$ cat src/rtl/ex_operand_stage.sv
// Execute-stage operand register: one-entry skid with optional result forwarding.
// Forwarding (capture-time and hold-time) is compiled only when EX_OPERAND_FWD_EN is defined.
module ex_operand_stage #(
  parameter int XLEN = 32,
  parameter int NFWD = 2,
  parameter int RAW  = 5
) (
  input  logic                 clk,
  input  logic                 rst,
  input  logic                 flush,
  input  logic                 in_valid,
  output logic                 in_ready,
  input  logic [RAW-1:0]       rs1_addr,
  input  logic [RAW-1:0]       rs2_addr,
  input  logic [XLEN-1:0]      reg1_data,
  input  logic [XLEN-1:0]      reg2_data,
  input  logic [XLEN-1:0]      pc_val,
  input  logic [XLEN-1:0]      imm_signed,
  input  logic                 op1_sel,
  input  logic                 op2_sel,
  input  logic [NFWD-1:0]      fwd_valid,
  input  logic [NFWD*RAW-1:0]  fwd_addr,
  input  logic [NFWD*XLEN-1:0] fwd_data,
  output logic                 out_valid,
  input  logic                 out_ready,
  output logic [XLEN-1:0]      op1,
  output logic [XLEN-1:0]      op2,
  output logic [XLEN-1:0]      pc_out
);

  logic            r_valid;
  logic [XLEN-1:0] r_op1;
  logic [XLEN-1:0] r_op2;
  logic [XLEN-1:0] r_pc;
  logic [RAW-1:0]  r_rs1;
  logic [RAW-1:0]  r_rs2;
  logic            r_sel1;
  logic            r_sel2;

  logic            w_in_ready;
  logic            w_capture;
  logic            w_drain;
  logic [XLEN-1:0] w_src1;
  logic [XLEN-1:0] w_src2;

`ifdef EX_OPERAND_FWD_EN
  // Returns {hit, data}; lower source index wins, address 0 never matches.
  function automatic logic [XLEN:0] fwd_lookup(
    input logic [RAW-1:0]       a,
    input logic [NFWD-1:0]      fv,
    input logic [NFWD*RAW-1:0]  fa,
    input logic [NFWD*XLEN-1:0] fd
  );
    logic [XLEN:0] hit;
    hit = '0;
    for (int i = NFWD - 1; i >= 0; i--) begin
      if (fv[i] && (fa[i*RAW +: RAW] == a) && (a != '0))
        hit = {1'b1, fd[i*XLEN +: XLEN]};
    end
    return hit;
  endfunction

  logic            w_hold;
  logic [XLEN:0]   w_fwd1;
  logic [XLEN:0]   w_fwd2;
  logic [XLEN:0]   w_hfwd1;
  logic [XLEN:0]   w_hfwd2;
  logic [XLEN-1:0] w_hold_op1;
  logic [XLEN-1:0] w_hold_op2;

  always_comb begin
    w_fwd1     = fwd_lookup(rs1_addr, fwd_valid, fwd_addr, fwd_data);
    w_fwd2     = fwd_lookup(rs2_addr, fwd_valid, fwd_addr, fwd_data);
    w_hfwd1    = fwd_lookup(r_rs1, fwd_valid, fwd_addr, fwd_data);
    w_hfwd2    = fwd_lookup(r_rs2, fwd_valid, fwd_addr, fwd_data);
    w_src1     = w_fwd1[XLEN] ? w_fwd1[XLEN-1:0] : reg1_data;
    w_src2     = w_fwd2[XLEN] ? w_fwd2[XLEN-1:0] : reg2_data;
    // PC/immediate operands are frozen while held; only register operands refresh.
    w_hold_op1 = (!r_sel1 && w_hfwd1[XLEN]) ? w_hfwd1[XLEN-1:0] : r_op1;
    w_hold_op2 = (!r_sel2 && w_hfwd2[XLEN]) ? w_hfwd2[XLEN-1:0] : r_op2;
  end

  assign w_hold = r_valid && !out_ready;
`else
  logic w_unused_fwd;

  assign w_src1       = reg1_data;
  assign w_src2       = reg2_data;
  assign w_unused_fwd = ^{fwd_valid, fwd_addr, fwd_data, r_rs1, r_rs2, r_sel1, r_sel2};
`endif

  assign w_in_ready = !r_valid || out_ready;
  assign w_capture  = in_valid && w_in_ready && !flush;
  assign w_drain    = r_valid && out_ready;

  always_ff @(posedge clk or posedge rst) begin
    if (rst) begin
      r_valid <= 1'b0;
      r_op1   <= '0;
      r_op2   <= '0;
      r_pc    <= '0;
      r_rs1   <= '0;
      r_rs2   <= '0;
      r_sel1  <= 1'b0;
      r_sel2  <= 1'b0;
    end else if (flush) begin
      r_valid <= 1'b0;
    end else if (w_capture) begin
      r_valid <= 1'b1;
      r_op1   <= op1_sel ? pc_val : w_src1;
      r_op2   <= op2_sel ? imm_signed : w_src2;
      r_pc    <= pc_val;
      r_rs1   <= rs1_addr;
      r_rs2   <= rs2_addr;
      r_sel1  <= op1_sel;
      r_sel2  <= op2_sel;
    end else if (w_drain) begin
      r_valid <= 1'b0;
`ifdef EX_OPERAND_FWD_EN
    end else if (w_hold) begin
      r_op1 <= w_hold_op1;
      r_op2 <= w_hold_op2;
`endif
    end
  end

  assign in_ready  = w_in_ready;
  assign out_valid = r_valid;
  assign op1       = r_op1;
  assign op2       = r_op2;
  assign pc_out    = r_pc;

endmodule

$ cat config.mk
export PLATFORM = sky130hd
export DESIGN_NAME = ex_operand_stage
export DESIGN_NICKNAME = d
export VERILOG_FILES = /design/src/rtl/ex_operand_stage.sv
export SDC_FILE = /design/constraint.sdc
export NUM_CORES = 1
export LEC_CHECK = 0
export ABC_AREA = 1
export CAP_MARGIN = 20
export CORE_MARGIN = 4
export CORE_UTILIZATION = 24
export CTS_CLUSTER_DIAMETER = 50
export DETAILED_ROUTE_END_ITERATION = 6
export DONT_BUFFER_PORTS = 1
export PLACE_DENSITY = 0.4
export SYNTH_ARGS = -nofsm -noshare
export SYNTH_HDL_FRONTEND = slang
export SYNTH_SLANG_ARGS = --single-unit
$ cat constraint.sdc
create_clock -name clk -period 3.19 [get_ports clk]
set_input_delay 0.1595 -clock clk [delete_from_list [all_inputs] [get_ports clk]]
set_output_delay 0.1595 -clock clk [all_outputs]
set_load 0.02 [all_outputs]
==> impl_metrics.csv <==
group,metric,value,unit
critical_path,cp_data_arrival_time,2.08,ns
critical_path,required,3.47,ns
timing,min_period_over_period,0.5655,
critical_path,r2r_setup_slack,1.39,ns
routing,drt_iter0_markers,213,
run_status,status,"finished, final reports clean",
routing,route.detailed.drc,0,
placed_design,dp_worst_setup_slack,1.317,ns
routing,routed.top_layer,"met4",
routing,wl,14410,microns
min_path,hp-start,"op2_sel",
final_layout,fin_nets,862,
timing,max_freq,554.3,MHz
cts,clkLatencyLatePin,0.34,ns
timing,finalHoldViolCount,0,
critical_path,end_kind,"flop",
timing,drv_slew,0,
die,die_h,146.6,microns
global_route,grt_pass1_wl,22400,microns
timing,setup_ws,1.386,ns
final_layout,antenna_cells,0,
final_layout,final_common_cell,"nand2_1",
cts,h-tree-depth,3,
min_path,min_to,"op2[28]",
placed_design,gp_congestion,0.7371,
cts,clock-sinks,97,
timing,rsz0062_at_grt,"false",
global_route,grt_start_max_net_pins,97,
global_route,grt-ovfl-total,0,
routing,drt_first_pass_iters,6,
power_and_ir_drop,vdd_drop_max,0.0002149,V
logic_synthesis,ys_seq_area_frac,0.5262,
timing,maxSlewHeadroom,0.2698,
global_route,grt_pass1_vias,3955,
min_path,hold_class,"primary input to flop",
timing,fin_setup_tns,0,ns
logic_synthesis,yosysWarnings,0,
die,rows,50,
power_and_ir_drop,p_leak,2.945,nW
final_layout,mostFrequentLayoutCells,"nand2_1, dfrtp_1, inv_1",
logic_synthesis,synth_area,0.004613,sq mm
timing,period_needed,1.804,ns
cts,clockRootBuffer,"clkbuf_16",
critical_path,setup.worst_path.start,"out_valid",
logic_synthesis,synth_nets,846,
critical_path,worstReg2RegEnd,"op2[30]",
final_layout,drive_gt1_frac,0.03882,
cts,cts_tree,"done",
placed_design,dp_hpwl,9662,microns
cts,clk_pin_slew,0.07,ns
critical_path,rr_worst_depth,6,
logic_synthesis,synth_seq_cells,97,
cts,cts_resized,0,
final_layout,nFillCells,2065,
timing,tightest_slew,1.095,ns
logic_synthesis,syn_avg_cell_area,7.381,sq um
die,ioPinCount,319,
final_layout,seqCellArea,0.002427,sq mm
power_and_ir_drop,p_per_area,601.2,mW/mm^2
cts,post_cts_buffers,0,
final_layout,areaGrowthSynthToFinish,17.68,%
critical_path,r2r-start,"out_valid",
final_layout,post-route-cell-area,0.005429,sq mm
logic_synthesis,syn-instance-count,625,
min_path,worstHoldPathCells,3,
cts,cts_inserted_buffers,9,
routing,antenna_left,0,
placed_design,dpl-instance-area,0.004793,sq mm
global_route,grt_usage,0.1315,
routing,wl_met3,1610,microns
logic_synthesis,yosysUniqueCellTypes,14,
timing,setup_viol,0,
flow_run,drv_cap,0,
die,core_area,0.01883,sq mm
timing,finalClockSkew,0.004477,ns
routing,wl_per_cell,15.94,microns
die,initial_core_util,0.2450,
routing,vias,3886,
critical_path,worstSetupStartpointType,"flop",
global_route,antenna_found_initial,0,
final_layout,multi_input_area,0.001734,sq mm
die,die_w,146.6,microns
cts,clockBufferDepth,2,
routing,wl_met2,6500,microns
routing,wl_met1,6139,microns
critical_path,path_class,"flop to flop",
placed_design,port_buffers,0,
die,floorplan.die_area,0.02150,sq mm
critical_path,crit_fanout,24,
routing,via_per_inst,4.299,
## routing by layer
metal	up-vias	track usage
met2	190	0.2095
li1	1908	-
met4	0	0.04280
met5	-	0
met1	1780	0.1627
met3	8	0.05307
## cell usage after synthesis
cell      instances  area [sq um]
buf_4             5         37.54
buf_6             4         45.04
buf_2            11         55.05
o21ai_0          65         325.3
dfrtp_1          97          2427
nand2_2           2         12.51
inv_1            68         255.2
nor2_1            1         3.750
nand2_1         321          1205
nor2_4            2         22.52
buf_1             2         7.510
inv_2             1         3.750
clkbuf_1         14         52.55
nand3_1          32         160.2
## how the worst max path moves through the flow
stage | endpoint | slack, ns | depth (start not counted)
2_1_floorplan | op1[0] | 0.50 | 1
3_3_place_gp | op2[30] | 1.35 | 6
3_5_place_dp | op2[30] | 1.32 | 6
4_1_cts | op2[30] | 1.30 | 6
5_1_grt | op2[24] | 1.18 | 6
6_report | op2[30] | 1.39 | 6
## critical path, cell delays in order, from the launching register on
cell and delay (ns):
dfrtp_1 0.49, inv_1 0.09, nor2_1 0.06, nor2_4 0.51
buf_4 0.36, nand2_1 0.12, nand2_1 0.07
## what timing repair did
item,in CTS,in global routing
setup endpoints to repair,0,0
endpoints found under the hold margin,92,0
hold buffers,35,0
## where the power goes
part           internal, mW  switching, mW  total (mW)
clock                 0.621          0.464        1.08
combinational         0.148          0.221       0.369
sequential             1.42          0.395        1.81
## state kept, by name, summed over array words and instances (netlist names)
signal / cells
op1: 32
pc_out: 32
out_valid: 1
op2: 32
## logic make-up after synthesis
logic type / synth area share
buf+inv: 0.09899
compound gates: 0.07052
simple gates: 0.3043
flops: 0.5262
## cell type report
class                           instances  area share
Sequential cell                        97      0.4471
Timing Repair Buffer                   41     0.07283
Inverter                               69     0.04817
Tap cell                              260     0.05992
Multi-Input combinational cell        423      0.3194
Clock inverter                          3    0.007836
Clock buffer                           11     0.04471
## through the flow
stage	std cells	util	total power [mW]	hold slack (ns)
6_report	904	0.2883	3.264	0.02614
5_1_grt	904	0.2883	3.458	0.01506
4_1_cts	904	0.2883	3.339	0.002012
3_5_place_dp	855	0.2546	2.181	0.2448
3_3_place_gp	855	0.2546	2.169	0.2368
2_1_floorplan	625	-	2.067	0.2713
Note: power is estimated with default switching activity, not from simulation.
